--- config.mk ---
export PLATFORM = sky130hd
export DESIGN_NAME = demux_stream_flat
export DESIGN_NICKNAME = d
export VERILOG_FILES = /design/src/rtl/demux_stream_if.sv /design/src/rtl/demux_stream.sv /design/src/flat_wrapper.sv
export SDC_FILE = /design/constraint.sdc
export NUM_CORES = 1
export LEC_CHECK = 0
export CAP_MARGIN = 20
export CORE_MARGIN = 2
export CORE_UTILIZATION = 42
export DETAILED_ROUTE_END_ITERATION = 8
export GPL_ROUTABILITY_DRIVEN = 1
export PLACE_DENSITY = 0.86
export SYNTH_ARGS = -nofsm -noshare
export SYNTH_HDL_FRONTEND = slang
export SYNTH_SLANG_ARGS = --single-unit
--- constraint.sdc ---
create_clock -name clk -period 2.9 [get_ports clk]
set_input_delay 0.435 -clock clk [delete_from_list [all_inputs] [get_ports clk]]
set_output_delay 0.435 -clock clk [all_outputs]
set_load 0.005 [all_outputs]
--- src/rtl/demux_stream_if.sv ---
// demux_stream_if: handshake bundle for the 1-to-2 stream demultiplexer.
// master = producer plus both sinks (bench side); slave = the demux itself.
interface demux_stream_if #(
    parameter int width = 8
);
    logic             in_valid;
    logic             in_ready;
    logic [width-1:0] in_data;
    logic             in_sel;
    logic             a_valid;
    logic             a_ready;
    logic [width-1:0] a_data;
    logic             b_valid;
    logic             b_ready;
    logic [width-1:0] b_data;

    modport master (
        output in_valid, in_data, in_sel, a_ready, b_ready,
        input  in_ready, a_valid, a_data, b_valid, b_data
    );

    modport slave (
        input  in_valid, in_data, in_sel, a_ready, b_ready,
        output in_ready, a_valid, a_data, b_valid, b_data
    );
endinterface

--- src/rtl/demux_stream.sv ---
// demux_stream: registered 1-to-2 stream demultiplexer. Each beat is steered
// by in_sel to port a (0) or port b (1); every output owns a one-entry slot,
// so a stalled sink only blocks beats aimed at it.
// Optional build macro DEMUX_STREAM_COUNT_EN adds saturating per-port beat
// counters (a_count, b_count) with a synchronous clear (cnt_clr).
module demux_stream #(
    parameter int width = 8
) (
    input  logic        clk,
    input  logic        rst,
`ifdef DEMUX_STREAM_COUNT_EN
    input  logic        cnt_clr,
    output logic [15:0] a_count,
    output logic [15:0] b_count,
`endif
    demux_stream_if.slave s
);

    logic             a_vld_p1;
    logic [width-1:0] a_data_p1;
    logic             b_vld_p1;
    logic [width-1:0] b_data_p1;

    logic in_ready;
    logic in_fire;
    logic a_fire;
    logic b_fire;
    logic a_load;
    logic b_load;

    // The selected slot can take a beat when it is empty or draining now;
    // in_valid is deliberately not involved, so no loop through the producer.
    assign in_ready = s.in_sel ? (~b_vld_p1 | s.b_ready)
                               : (~a_vld_p1 | s.a_ready);
    assign in_fire  = s.in_valid & in_ready;
    assign a_load   = in_fire & ~s.in_sel;
    assign b_load   = in_fire &  s.in_sel;
    assign a_fire   = a_vld_p1 & s.a_ready;
    assign b_fire   = b_vld_p1 & s.b_ready;

    assign s.in_ready = in_ready;
    assign s.a_valid  = a_vld_p1;
    assign s.a_data   = a_data_p1;
    assign s.b_valid  = b_vld_p1;
    assign s.b_data   = b_data_p1;

    // ---- input -> slot a boundary: load wins over drain, stall holds ----
    always_ff @(posedge clk or posedge rst) begin
        if (rst) begin
            a_vld_p1  <= 1'b0;
            a_data_p1 <= '0;
        end else if (a_load) begin
            a_vld_p1  <= 1'b1;
            a_data_p1 <= s.in_data;
        end else if (a_fire) begin
            a_vld_p1  <= 1'b0;
        end
    end

    // ---- input -> slot b boundary: same policy, independent of slot a ----
    always_ff @(posedge clk or posedge rst) begin
        if (rst) begin
            b_vld_p1  <= 1'b0;
            b_data_p1 <= '0;
        end else if (b_load) begin
            b_vld_p1  <= 1'b1;
            b_data_p1 <= s.in_data;
        end else if (b_fire) begin
            b_vld_p1  <= 1'b0;
        end
    end

`ifdef DEMUX_STREAM_COUNT_EN
    function automatic logic [15:0] sat_inc(input logic [15:0] c);
        return (c == 16'hFFFF) ? c : c + 16'd1;
    endfunction

    // Per-port delivered-beat counters; clear beats a same-cycle increment.
    always_ff @(posedge clk or posedge rst) begin
        if (rst) begin
            a_count <= '0;
            b_count <= '0;
        end else if (cnt_clr) begin
            a_count <= '0;
            b_count <= '0;
        end else begin
            if (a_fire) a_count <= sat_inc(a_count);
            if (b_fire) b_count <= sat_inc(b_count);
        end
    end
`endif

endmodule

--- src/flat_wrapper.sv ---
// flat-port wrapper written by rule: the top's interface ports become plain ports
module demux_stream_flat 
#(
    parameter int width = 8
)
  (clk, rst, s_in_valid, s_in_data, s_in_sel, s_a_ready, s_b_ready, s_in_ready, s_a_valid, s_a_data, s_b_valid, s_b_data);
  demux_stream_if #(.width(width)) s_i ();
  input  logic clk;
  input  logic rst;
  input wire logic [$bits(s_i.in_valid)-1:0] s_in_valid;
  input wire logic [$bits(s_i.in_data)-1:0] s_in_data;
  input wire logic [$bits(s_i.in_sel)-1:0] s_in_sel;
  input wire logic [$bits(s_i.a_ready)-1:0] s_a_ready;
  input wire logic [$bits(s_i.b_ready)-1:0] s_b_ready;
  output wire logic [$bits(s_i.in_ready)-1:0] s_in_ready;
  output wire logic [$bits(s_i.a_valid)-1:0] s_a_valid;
  output wire logic [$bits(s_i.a_data)-1:0] s_a_data;
  output wire logic [$bits(s_i.b_valid)-1:0] s_b_valid;
  output wire logic [$bits(s_i.b_data)-1:0] s_b_data;
  assign s_i.in_valid = s_in_valid;
  assign s_i.in_data = s_in_data;
  assign s_i.in_sel = s_in_sel;
  assign s_i.a_ready = s_a_ready;
  assign s_i.b_ready = s_b_ready;
  assign s_in_ready = s_i.in_ready;
  assign s_a_valid = s_i.a_valid;
  assign s_a_data = s_i.a_data;
  assign s_b_valid = s_i.b_valid;
  assign s_b_data = s_i.b_data;
  demux_stream #(.width(width)) u_core (.clk(clk), .rst(rst), .s(s_i));
endmodule
==> results_dict.tcl, run 1 <==
set metrics [dict create \
    syn-num-nets 59 \
    hold_viol_final 0 \
    die_y_um 45.61 \
    final_nets 96 \
    cts_resized 0 \
    synth_top_flop_cell "dfrtp_1" \
    setup_tns_ns 0 \
    drive_above_1_share_pct 27.16 \
    p_clk_share_pct 23.6 \
    whs_ns 0.4919 \
    vias_per_cell 4.918 \
    power.density_nw_per_um2 582.4 \
    p_sw_mw 0.1484 \
    rsz0062_at_grt "no" \
    synth_edf_count 0 \
    ant_nets 0 \
    area_growth_syn_to_layout_pct 51.98 \
    post-cts-setup-buffers 0 \
    rows 15 \
    die_w_um 45.61 \
    slew_headroom_pct 56.64 \
    worst_pin_slew_ns 0.6497 \
    final_cell_area_um2 1105 \
    final_cells 98 \
    cts_max_path_buffers 2 \
    ys_seq_area_share_pct 61.96 \
    grt_use_total_pct 15.99 \
    path_max_fanout 3 \
    worstPathArrival_ns 1.74 \
    grt_start_max_net_pins 19 \
    ys_warn_count 0 \
    yosys-top-cells-count "dfrtp_1 (18), mux2_2 (13), mux2_1 (3), inv_1 (2)" \
    core_area_um2 1670 \
    status "finished, final reports clean" \
    p_seq_share_pct 48.9 \
    rrSetupSlack_ns 1.70 \
    wl_um 1397 \
    tritoncts "yes" \
    first_pass_iters 2 \
    cts_num_sinks 18 \
    irDropWorstVdd_mv 0.2862 \
    htree_levels 1 \
    drtIter0Drc 1 \
    ioPinCount 33 \
    cp-startpoint "s_a_ready" \
    critPathKind "in2out" \
    p_leak_nw 0.4748 \
    port_buffers 32 \
    n_fill_cell 136 \
    syn_area_um2 726.9 \
    cts_hold_buf 0 \
    comb_power_share_pct 27.5 \
    r2r_cells 3 \
    worstPathRequired_ns 2.47 \
    initial_core_util_pct 43.52 \
    worstSetupEndpoint "s_in_ready" \
    grt_first_pass_wirelength_um 2173 \
    sw_frac_of_total_pct 23.06 \
    start_kind "input pin" \
    drv_cap 0 \
    p_int_mw 0.4951 \
    diodes 0 \
    vias 482 \
    yosysMostFrequentCell "dfrtp_1" \
    overflow 0 \
    dp.cells 94 \
    drc 0 \
    p_total_mw 0.6435 \
    cp_slowest_cell "clkdlybuf4s50_1" \
    wl_per_cell_um 14.26 \
    place_area_um2 1069 \
    end_kind "output port" \
    synth-seq-cells 18 \
    fin_crit_sh_pct 75.02 \
    synth_area_leader_cell "dfrtp_1" \
    drv_slew 0 \
    clkTransAtPathRegs_ns 0.09 \
    max_freq_ghz 0.4596 \
    gp_congestion 0.6422 \
    synthArstFlopShare_pct 100.0 \
    clk_latency_ns 0.29 \
    yosysUniqueCellTypes 13 \
    r2r-start "u_core.s.b_valid" \
    fin_crit_ns 2.176 \
    critPathMaxStageDelay_ns 0.51 \
    finalSetupViolations 0 \
    grt_pass1_vias 487 \
    syn_inst 45 \
    crit_chain "clkdlybuf4s50_1 > nand2b_2 > nor2_1 > a21oi_1 > clkdlybuf4s50_1" \
    r2r-end "u_core.s.b_data[2]" \
    cts_inserted_buffers 3 \
    die_area_um2 2080 \
    cp_common_cell "clkdlybuf4s50_1" \
    synth.area.top_cells "dfrtp_1 (62%), mux2_2 (20%), mux2_1 (4.6%), nand3b_4 (2.8%), nor2_8 (2.8%)" \
    synth_top_area_share_pct 61.96 \
    cts_root_buffer "clkbuf_4" \
    antenna_found_initial 0 \
    hold_class "reg2reg" \
    skew_ns 0.005420 \
    dpl.hpwl_um 1073 \
    avgSynthCellArea_um2 16.15 \
]
worst min path at each step:
stage	slack, ns	cells past startpoint	from	end
finish	0.49	1	u_core.s.b_data[1]	u_core.s.b_data[1]
global route	0.50	1	u_core.s.b_data[1]	u_core.s.b_data[1]
detailed placement	0.48	1	u_core.s.b_data[1]	u_core.s.b_data[1]
floorplan	0.37	1	rst	u_core.s.a_data[0]
global placement	0.47	1	u_core.s.b_data[2]	u_core.s.b_data[2]
CTS	0.50	1	u_core.s.b_data[1]	u_core.s.b_data[1]
through the flow:
| stage | util, % | setup slack, ns |
|---|---|---|
| after floorplan | - | 1.696 |
| after global placement | 63.97 | 0.7868 |
| after detailed placement | 63.97 | 0.7094 |
| after CTS | 66.14 | 0.7060 |
| after global routing | 66.14 | 0.6768 |
| final | 66.14 | 0.7243 |
cells by family after synthesis:
kind of cell	after synthesis	synth area share, %
DFF	18	61.96
muxes	16	24.78
and+or+nand+nor	7	10.84
AOI/OAI and AO/OA	2	1.376
buffers and inverters	2	1.033
cells in the final DEF (no fill, tap or decap):
cell type	n
mux2_1	3
dfrtp_1	18
nand2b_2	1
a21oi_1	1
nor2b_4	1
o21ai_0	1
nor2_8	1
mux2_2	13
inv_1	2
nand2b_1	1
clkbuf_4	3
clkbuf_8	1
nand3b_4	1
clkdlybuf4s50_1	32
nand2_2	1
nor2_1	1
area by class of cell:
class / count / area [um2] / share of cell area [%]
multi-input cells: 25 / 269.0 / 24.35
inverters: 2 / 7.507 / 0.6795
flip-flops and latches: 18 / 450.4 / 40.77
well taps: 17 / 21.27 / 1.925
clock buffers: 4 / 36.28 / 3.284
repair buffers: 32 / 320.3 / 28.99
flip-flops by register name, indices dropped and copies added, names as in the netlist:
register          count
u_core.s.b_data       8
u_core.s.b_valid      1
u_core.s.a_data       8
u_core.s.a_valid      1
worst max-delay path: cells and delay by family:
family	cells	cell delay, ns
AND/OR/NAND/NOR	2	0.21
buffers and inverters	2	0.98
AO/OA/AOI/OAI	1	0.11
power by group through the flow:
stage | registers, mW | clock network (mW) | logic [mW]
final | 0.315 | 0.152 | 0.177
after global routing | 0.320 | 0.164 | 0.193
after CTS | 0.315 | 0.157 | 0.180
after detailed placement | 0.320 | 0 | 0.180
after global placement | 0.317 | 0 | 0.175
after floorplan | 0.323 | 0 | 0.0554
per-layer routing:
layer  GRT usage, %  wire, um
met5              0         0
met4          10.59        38
met3          4.762       112
met2          28.17       682
met1          15.95       564
Power figures use the tool's default switching activity.
==> run 2, diff against run 1 <==
--- a/config.mk
+++ b/config.mk
@@ -7,10 +7,10 @@
 export LEC_CHECK = 0
 export CAP_MARGIN = 20
 export CORE_MARGIN = 2
-export CORE_UTILIZATION = 42
+export CORE_UTILIZATION = 35
 export DETAILED_ROUTE_END_ITERATION = 8
 export GPL_ROUTABILITY_DRIVEN = 1
-export PLACE_DENSITY = 0.86
+export PLACE_DENSITY = 0.77
 export SYNTH_ARGS = -nofsm -noshare
 export SYNTH_HDL_FRONTEND = slang
 export SYNTH_SLANG_ARGS = --single-unit
==> constraint.sdc (replaced) <==
create_clock -name clk -period 1.7 [get_ports clk]
set_input_delay 0.255 -clock clk [delete_from_list [all_inputs] [get_ports clk]]
set_output_delay 0.255 -clock clk [all_outputs]
set_load 0.005 [all_outputs]
==> results_dict.tcl, run 2 (synthesis results as in run 1) <==
set metrics [dict create \
    tritoncts "yes" \
    cts_root_buffer "clkbuf_4" \
    worstPathArrival_ns 1.20 \
    worstPathRequired_ns 1.44 \
    vias 507 \
    htree_levels 1 \
    p_sw_mw 0.2432 \
    drtIter0Drc 0 \
    antenna_found_initial 0 \
    grt_use_total_pct 12.42 \
    area_growth_syn_to_layout_pct 59.72 \
    final_cell_mix "clkdlybuf4s50_1 (31), dfrtp_1 (18), mux2_2 (13)" \
    fin_crit_ns 1.453 \
    dpl.hpwl_um 1105 \
    wl_um 1401 \
    drv_slew 0 \
    power.density_nw_per_um2 943.3 \
    cts_max_path_buffers 2 \
    grt_use_met1_pct 14.37 \
    sw_frac_of_total_pct 22.20 \
    cp-startpoint "s_a_ready" \
    core_area_um2 1962 \
    post-cts-setup-buffers 0 \
    vias_per_cell 4.447 \
    wl_per_cell_um 12.29 \
    fin_util_pct 59.18 \
    overflow 0 \
    worstSetupEndpoint "s_in_ready" \
    worst_pin_slew_ns 0.2248 \
    fin_crit_sh_pct 85.47 \
    comb_power_share_pct 28.3 \
    drv_cap 0 \
    finalSetupViolations 0 \
    rrSetupSlack_ns 0.39 \
    grt_first_pass_wirelength_um 2339 \
    busiest_layer "met2" \
    place_area_um2 1126 \
    die_area_um2 2458 \
    hold_viol_final 0 \
    die_y_um 49.58 \
    ioPinCount 33 \
    r2r_cells 4 \
    r2r-start "u_core.s.b_valid" \
    hold_class "in2async" \
    cts_inserted_buffers 3 \
    rows 16 \
    p_clk_share_pct 22.7 \
    p_seq_share_pct 49.0 \
    gp_congestion 0.6518 \
    grt_util_met2_pct 21.78 \
    drc 0 \
    final_cell_area_um2 1161 \
    irDropWorstVdd_mv 0.4314 \
    first_pass_iters 1 \
    end_kind "output port" \
    grt_pass1_vias 520 \
    cts_resized 1 \
    path_max_fanout 2 \
    critPathKind "in2out" \
    max_freq_ghz 0.6882 \
    layout_commonest_cell "clkdlybuf4s50_1" \
    start_kind "input pin" \
    cts_hold_buf 0 \
    die_w_um 49.58 \
    grt_start_max_net_pins 19 \
    initial_core_util_pct 37.05 \
    p_int_mw 0.8521 \
    slew_headroom_pct 85.01 \
    port_buffers 32 \
    gr-usage-met3_pct 5.455 \
    ant_nets 0 \
    skew_ns 0.005656 \
    p_leak_nw 0.5028 \
    diodes 0 \
    status "finished, final reports clean" \
    clkTransAtPathRegs_ns 0.10 \
    final_nets 102 \
    drive_above_1_share_pct 32.18 \
    rsz0062_at_grt "no" \
    cts_num_sinks 18 \
    clk_latency_ns 0.28 \
    r2r-end "u_core.s.b_data[6]" \
]
[run 2: cell types whose count changed in the layout (fill, tap and decap cells not counted)]
cell,change
clkdlybuf4s50_1,-1
dlygate4sd2_1,+1
buf_4,+6
[run 2: per-stage QoR]
| step | std cells | hold slack [ns] | total power, mW | worst slack [ns] | TNS [ns] |
|---|---|---|---|---|---|
| 2_1_floorplan | 45 | 0.1936 | 0.6450 | 0.5749 | 0 |
| 3_3_place_gp | 110 | 0.4671 | 0.8514 | -0.009636 | -0.009636 |
| 3_5_place_dp | 110 | 0.4737 | 0.8624 | -0.01642 | -0.01642 |
| 4_1_cts | 114 | 0.2821 | 1.114 | 0.2379 | 0 |
| 5_1_grt | 114 | 0.3072 | 1.159 | 0.1814 | 0 |
| 6_report | 114 | 0.2768 | 1.095 | 0.2470 | 0 |
[run 2: power by group through the flow]
stage | sequential [mW] | clock [mW] | combinational [mW]
2_1_floorplan | 0.550 | 0 | 0.0945
3_3_place_gp | 0.542 | 0 | 0.310
3_5_place_dp | 0.546 | 0 | 0.316
4_1_cts | 0.537 | 0.260 | 0.316
5_1_grt | 0.545 | 0.280 | 0.334
6_report | 0.537 | 0.249 | 0.310
[run 2: metal layers]
| metal | up-vias | part of all wire [%] |
|---|---|---|
| li1 | 244 | - |
| met1 | 243 | 44 |
| met2 | 20 | 48 |
| met3 | 0 | 8.3 |
| met4 | 0 | 0 |
| met5 | - | 0 |
[run 2: how the worst min path moves through the flow]
stage | startpoint | endpoint | slack [ns] | cells past startpoint
after floorplan | rst | u_core.s.a_data[0] | 0.19 | 1
after global placement | u_core.s.b_data[0] | u_core.s.b_data[0] | 0.47 | 1
after detailed placement | u_core.s.b_data[2] | u_core.s.b_data[2] | 0.47 | 1
after CTS | rst | u_core.s.b_data[5] | 0.28 | 3
after global routing | rst | u_core.s.b_valid | 0.31 | 3
final | rst | u_core.s.b_data[5] | 0.28 | 3
[run 2: worst max-delay path, stage by stage]
cell,delay [ns]
clkdlybuf4s50_1,0.39
nand2b_2,0.17
nor2_1,0.08
a21oi_1,0.04
dlygate4sd2_1,0.26
[run 2: cell type report]
type                       instances  area (um2)
multi-input combinational         25       269.0
clock buffer                       4       36.28
fill                             175       800.8
timing repair buffer              38       364.1
tap                               27       33.78
inverter                           2       7.507
sequential                        18       450.4
